`src/rtl/uart_frame_pkg.sv`:
```
// Shared types and constants for the UART frame parser.
// State encoding, error codes and the default sync marker.
package uart_frame_pkg;

    typedef enum logic [2:0] {
        ST_IDLE,
        ST_LEN,
        ST_PAYLOAD,
        ST_CHK,
        ST_DRAIN
    } state_e;

    localparam logic [1:0] ERR_LEN     = 2'd0;
    localparam logic [1:0] ERR_CHKSUM  = 2'd1;
    localparam logic [1:0] ERR_TIMEOUT = 2'd2;
    localparam logic [1:0] ERR_OVERRUN = 2'd3;

    localparam logic [7:0] SYNC_BYTE = 8'hAA;

    function automatic int widthOf(input int v);
        return (v < 2) ? 1 : $clog2(v);
    endfunction

endpackage

```
`src/rtl/uart_frame_buf.sv`:
```
// Payload register file: one synchronous write port,
// one combinational read port.
module uart_frame_buf #(
    parameter int AW = 4
) (
    input  logic          clk,
    input  logic          rst_n,
    input  logic          we,
    input  logic [AW-1:0] waddr,
    input  logic [7:0]    wdata,
    input  logic [AW-1:0] raddr,
    output logic [7:0]    rdata
);

    logic [7:0] mem [2**AW];

    always_ff @(posedge clk or negedge rst_n) begin
        if (!rst_n) begin
            for (int i = 0; i < 2**AW; i++) begin
                mem[i] <= '0;
            end
        end else if (we) begin
            mem[waddr] <= wdata;
        end
    end

    assign rdata = mem[raddr];

endmodule

```
`src/rtl/uart_frame_parser.sv`:
```
// Sync hunt, length-prefixed payload capture, checksum check
// and valid/ready streaming of validated payload bytes.
module uart_frame_parser
    import uart_frame_pkg::*;
#(
    parameter logic [7:0] SyncByte      = SYNC_BYTE,
    parameter int         MaxLen        = 16,
    parameter int         TimeoutCycles = 50000
) (
    input  logic       clk,
    input  logic       rst_n,
    input  logic [7:0] rx_data,
    input  logic       rx_data_ready,
    output logic [7:0] out_data,
    output logic       out_valid,
    output logic       out_last,
    input  logic       out_ready,
    output logic       err_valid,
    output logic [1:0] err_code,
    output logic       busy
);

    localparam int LW = $clog2(MaxLen + 1);
    localparam int AW = widthOf(MaxLen);
    localparam int TW = widthOf(TimeoutCycles);
    localparam logic [7:0]    MaxLenB = 8'(MaxLen);
    localparam logic [TW-1:0] TmoLast = TW'(TimeoutCycles - 1);

    state_e        state, stateD;
    logic [LW-1:0] lenQ, lenD;
    logic [LW-1:0] idx, idxD;
    logic [LW-1:0] rdPtr, rdD;
    logic [7:0]    sum, sumD;
    logic [TW-1:0] tmo, tmoD;
    logic          errValid, errD;
    logic [1:0]    errCode, codeD;
    logic          we;
    logic [7:0]    rdByte;
    logic [7:0]    sumChk;
    logic [LW-1:0] lenM1;
    logic          lenBad;
    logic          tmoHit;

    assign lenM1  = lenQ - LW'(1);
    assign sumChk = sum + rx_data;
    assign lenBad = (rx_data == 8'd0) || (rx_data > MaxLenB);
    // A byte in the expiry cycle wins over the timeout.
    assign tmoHit = (tmo == TmoLast) && !rx_data_ready;

    uart_frame_buf #(
        .AW(AW)
    ) u_buf (
        .clk  (clk),
        .rst_n(rst_n),
        .we   (we),
        .waddr(idx[AW-1:0]),
        .wdata(rx_data),
        .raddr(rdPtr[AW-1:0]),
        .rdata(rdByte)
    );

    always_ff @(posedge clk or negedge rst_n) begin
        if (!rst_n) begin
            state    <= ST_IDLE;
            lenQ     <= '0;
            idx      <= '0;
            rdPtr    <= '0;
            sum      <= '0;
            tmo      <= '0;
            errValid <= 1'b0;
            errCode  <= ERR_LEN;
        end else begin
            state    <= stateD;
            lenQ     <= lenD;
            idx      <= idxD;
            rdPtr    <= rdD;
            sum      <= sumD;
            tmo      <= tmoD;
            errValid <= errD;
            errCode  <= codeD;
        end
    end

    always_comb begin
        stateD = state;
        lenD   = lenQ;
        idxD   = idx;
        rdD    = rdPtr;
        sumD   = sum;
        tmoD   = tmo;
        errD   = 1'b0;
        codeD  = errCode;
        we     = 1'b0;
        unique case (state)
            ST_IDLE: begin
                tmoD = '0;
                if (rx_data_ready && rx_data == SyncByte) begin
                    stateD = ST_LEN;
                end
            end
            ST_LEN: begin
                if (rx_data_ready) begin
                    tmoD = '0;
                    if (lenBad) begin
                        errD   = 1'b1;
                        codeD  = ERR_LEN;
                        stateD = ST_IDLE;
                    end else begin
                        lenD   = rx_data[LW-1:0];
                        sumD   = rx_data;
                        idxD   = '0;
                        stateD = ST_PAYLOAD;
                    end
                end else if (tmoHit) begin
                    errD   = 1'b1;
                    codeD  = ERR_TIMEOUT;
                    stateD = ST_IDLE;
                end else begin
                    tmoD = tmo + 1'b1;
                end
            end
            ST_PAYLOAD: begin
                if (rx_data_ready) begin
                    tmoD = '0;
                    we   = 1'b1;
                    sumD = sumChk;
                    idxD = idx + 1'b1;
                    if (idx == lenM1) begin
                        stateD = ST_CHK;
                    end
                end else if (tmoHit) begin
                    errD   = 1'b1;
                    codeD  = ERR_TIMEOUT;
                    stateD = ST_IDLE;
                end else begin
                    tmoD = tmo + 1'b1;
                end
            end
            ST_CHK: begin
                if (rx_data_ready) begin
                    tmoD = '0;
                    if (sumChk != 8'd0) begin
                        errD   = 1'b1;
                        codeD  = ERR_CHKSUM;
                        stateD = ST_IDLE;
                    end else begin
                        rdD    = '0;
                        stateD = ST_DRAIN;
                    end
                end else if (tmoHit) begin
                    errD   = 1'b1;
                    codeD  = ERR_TIMEOUT;
                    stateD = ST_IDLE;
                end else begin
                    tmoD = tmo + 1'b1;
                end
            end
            ST_DRAIN: begin
                // Bytes cannot be buffered while draining.
                if (rx_data_ready) begin
                    errD  = 1'b1;
                    codeD = ERR_OVERRUN;
                end
                if (out_ready) begin
                    if (rdPtr == lenM1) begin
                        stateD = ST_IDLE;
                    end else begin
                        rdD = rdPtr + 1'b1;
                    end
                end
            end
            default: begin
                stateD = ST_IDLE;
            end
        endcase
    end

    assign out_valid = (state == ST_DRAIN);
    assign out_last  = out_valid && (rdPtr == lenM1);
    assign out_data  = out_valid ? rdByte : 8'd0;
    assign busy      = (state != ST_IDLE);
    assign err_valid = errValid;
    assign err_code  = errCode;

endmodule

```
`config.mk`:
```
export PLATFORM = sky130hd
export DESIGN_NAME = uart_frame_parser
export DESIGN_NICKNAME = d
export VERILOG_FILES = /design/src/rtl/uart_frame_pkg.sv /design/src/rtl/uart_frame_buf.sv /design/src/rtl/uart_frame_parser.sv
export SDC_FILE = /design/constraint.sdc
export NUM_CORES = 1
export LEC_CHECK = 0
export CORE_UTILIZATION = 40
export DETAILED_ROUTE_END_ITERATION = 10
export GPL_TIMING_DRIVEN = 0
export PLACE_DENSITY = 0.66
export SETUP_SLACK_MARGIN = 0.5
export SYNTH_ARGS = -nofsm -noshare
export SYNTH_HDL_FRONTEND = slang
export SYNTH_HIERARCHICAL = 1
export SYNTH_SLANG_ARGS = --single-unit
```
`constraint.sdc`:
```
create_clock -name clk -period 6.01 [get_ports clk]
set_input_delay 1.202 -clock clk [delete_from_list [all_inputs] [get_ports clk]]
set_output_delay 1.202 -clock clk [all_outputs]
set_load 0.02 [all_outputs]
```
==> summary.md <==
| Metric | Value |
|---|---|
| DRC | `0` |
| Required @ worst endpoint | `approximately 4800 ps` |
| Final HPWL DP | `approximately 13 mm` |
| Max frequency | `0.2223 GHz` |
| P&R area growth vs syn | `13.76%` |
| Critical Path Sink Type | `primary output` |
| Max cap viols | `0` |
| Initial core utilization | `0.4127` |
| Worst path arrival time | `3300 ps` |
| Area of the mapped netlist | `between 8000 and 9000 µm²` |
| Syn_area_per_cell | `12.71 µm²` |
| R2R depth | `7` |
| CP max stage cell | `clkbuf_1` |
| Static leakage | `approximately 4.6 nW` |
| Max Buffers Root-to-Sink | `2` |
| Share of cells above drive strength 1 | `0.3173` |
| Htree depth | `4` |
| Main area contributors after synthesis | `dfrtp_1 49%, mux2_2 17%, mux4_2 8.2%` |
| Initial antenna violation count | `0` |
| Biggest area consumer among synthesized cells | `dfrtp_1` |
| Drt first pass iters | `5` |
| #FFs+latches synth | `between 150 and 200` |
| Row cnt | `53` |
| FF-to-FF Start | `state[2]$_DFFE_PN0P_` |
| Commonest non-fill, non-tap cell in the layout | `dfrtp_1` |
| Post-route ant nets | `0` |
| Post-synth top flop | `dfrtp_1` |
| Fin. Hold Viols | `0` |
| CP endpoint | `out_data[0]` |
| Pins over their slew limit | `0` |
| Cells after Synth | `691` |
| # diodes | `0` |
| Skew final | `12.14 ps` |
| Die extent in y | `150.2 µm` |
| Slew @ Worst Pin | `about 850 ps` |
| CTS Buf Count | `17` |
| Post-DR vias/cell | `around 5.5` |
| Post-route clock period utilization | `0.7485` |
| Area of the multi-input gates | `between 4000 and 5000 µm²` |
| Hold path cells | `2` |
| Clk sinks | `approximately 170` |
| Register area | `~4300 µm²` |
| Post-synth EDFFs | `0` |
| Cts repair resizes | `0` |
| Synth cell types | `68` |
| Final Setup Violations | `0` |
| Post-synth ARST share | `1.000` |
| Post-CTS Hold Buffers | `0` |
| Peak supply drop | `between 200 and 300 µV` |
| Crit path from | `rdPtr[1]$_DFFE_PN0P_` |
| Post-Route WL | `18.84 mm` |
| Hold/Removal Path Class | `reg -> reg` |
| Non-filler cells in the finished layout | `roughly 1000` |
| Largest net degree at the start of global routing | `115` |
| # port buffers | `24` |
| Die area | `around 23000 µm²` |
| Gr ovfl total | `0` |
| Commonest cells after routing, fill and taps aside | `173 x dfrtp_1, 129 x mux2_2, 57 x nand2_1, 37 x nor2_1, 32 x mux4_2` |
| Fillers | `a little under 2000` |
| Wire per inst | `between 15 and 20 µm` |
| R2r setup slk | `3050 ps` |
| Clk pin slew, worst setup/hold paths | `roughly 70 ps` |
| Crit path launch type | `register` |
| Core Area | `21290 µm²` |
| Post-CTS setup buffers | `0` |
| Fin util | `0.4695` |
| Crit Path Max Fanout | `10` |
| Vias in the first global route | `~5900` |
| RR Endpoint | `u_buf/mem[45]$_DFFE_PN0P_` |
| Slew HR | `0.4312` |
| Unrepaired setup endpoints after global routing | `false` |
| Clock period minus worst slack | `around 4500 ps` |
| Sequence of cells on the critical path | `clkbuf_1 > mux4_2 > a22oi_1 > nand2_1 > and3_1 > clkdlybuf4s50_1` |
| Vias | `around 5600` |
| Clock insertion delay at the later pin of the skew report | `approximately 430 ps` |
| Number of I/O pins | `26` |
| Syn_nets | `between 700 and 800` |
| GPL Wtd Cong | `approximately 0.8` |
| Status | `completed` |
| Nets | `approximately 760` |
| Yosys warning total | `6` |
| CTS Root Cell | `clkbuf_16` |
| Placed cells | `about 990` |
| Die width | `around 150 µm` |
| Seq/Total Area, Yosys | `0.4928` |
| First-pass GRT wire length | `between 30 and 40 mm` |
| Crit Path Class | `reg -> out` |
| CTS tree | `yes` |
| Gr usage total | `0.1842` |
| Delay of the slowest cell on the worst path | `around 700 ps` |
| Post-synth top area share | `0.4928` |
| Starting DRC count in detailed routing | `343` |
| Power per cell area | `337.9 nW/µm²` |
## cell type report
type                       count  area share
sequential                   173      0.4332
clock inverter                13     0.01527
clock buffer                  18     0.04395
multi-input combinational    474      0.4253
inverter                      11    0.004382
buffer                        33     0.01615
timing repair buffer          25     0.02729
tap                          275     0.03443
## where the power goes
| group | total [W] | internal, W | switching [W] |
|---|---|---|---|
| registers | 0.00137 | 0.00127 | 0.000102 |
| clock network | 0.00111 | 0.000631 | 0.000474 |
| logic | 0.000899 | 0.000382 | 0.000517 |
## cell families (layout without fill, tap and decap cells)
kind of cell,count (synthesis),in the layout,share of synthesized area
mux,165,165,0.2520
compound gates,79,79,0.06509
fa+ha+maj,12,12,0.01795
flops,173,173,0.4928
simple gates,185,185,0.1151
buf+inv,44,100,0.02336
xor+xnor,33,33,0.03376
## critical path: cells and delay by family, from the launching register on
family,cells,cell delay [ps]
flip-flops,1,590
AO/OA/AOI/OAI,1,360
multiplexers,1,410
AND/OR/NAND/NOR,2,280
buffers and inverters,2,1240
## state kept, by name, indices dropped and copies added, names as in the netlist
signal and cells:
rdPtr 5, idx 5, u_buf/mem 128, tmo 16, err_code 2, err_valid 1
state 3, sum 8, lenQ 5
## how the worst min path moves through the flow
stage,startpoint,end,slack (ps)
after floorplan,sum[5]$_DFFE_PN0P_,sum[5]$_DFFE_PN0P_,450
after global placement,err_code[0]$_DFFE_PN0P_,err_code[0]$_DFFE_PN0P_,450
after detailed placement,err_code[0]$_DFFE_PN0P_,err_code[0]$_DFFE_PN0P_,460
after CTS,err_code[0]$_DFFE_PN0P_,err_code[0]$_DFFE_PN0P_,470
after global routing,u_buf/mem[110]$_DFFE_PN0P_,u_buf/mem[110]$_DFFE_PN0P_,510
final,err_code[0]$_DFFE_PN0P_,err_code[0]$_DFFE_PN0P_,470
## metrics by stage
step | worst slack (ps) | setup TNS [ps] | hold WS (ps) | total power [W] | cell area (µm²)
after floorplan | 2763 | 0 | 453.8 | 0.002041 | 8785
after global placement | -3581 | -616620 | 452.6 | 0.002286 | 9369
after detailed placement | 1691 | 0 | 455.6 | 0.002299 | 9402
after CTS | 1572 | 0 | 470.9 | 0.003413 | 9993
after global routing | 1409 | 0 | 512.6 | 0.003562 | 9993
final | 1511 | 0 | 465.3 | 0.003377 | 9993
## per-layer routing
layer  wire, µm  up-vias  share of wire  global-route usage
met5          0        -              0                   0
met4        299        0          0.016             0.05859
met1       9228     2883           0.49              0.2622
li1           -     2627              -                   -
met3        503       17          0.027             0.03394
met2       8810       75           0.47              0.2843
## cells in the mapped netlist (7+ instances only)
cell type and n:
a21oi_1 12, nand2_1 57, xnor2_1 14, nor2_2 7, and3_1 14, mux2_2 129, clkbuf_1 18, ha_1 11
nand4_1 9, o21ai_1 14, xor2_1 18, a22oi_1 16, buf_2 9, dfrtp_1 173, nand3_1 11, inv_1 8
mux4_2 32, nor2_1 37
Power figures use the tool's default switching activity.
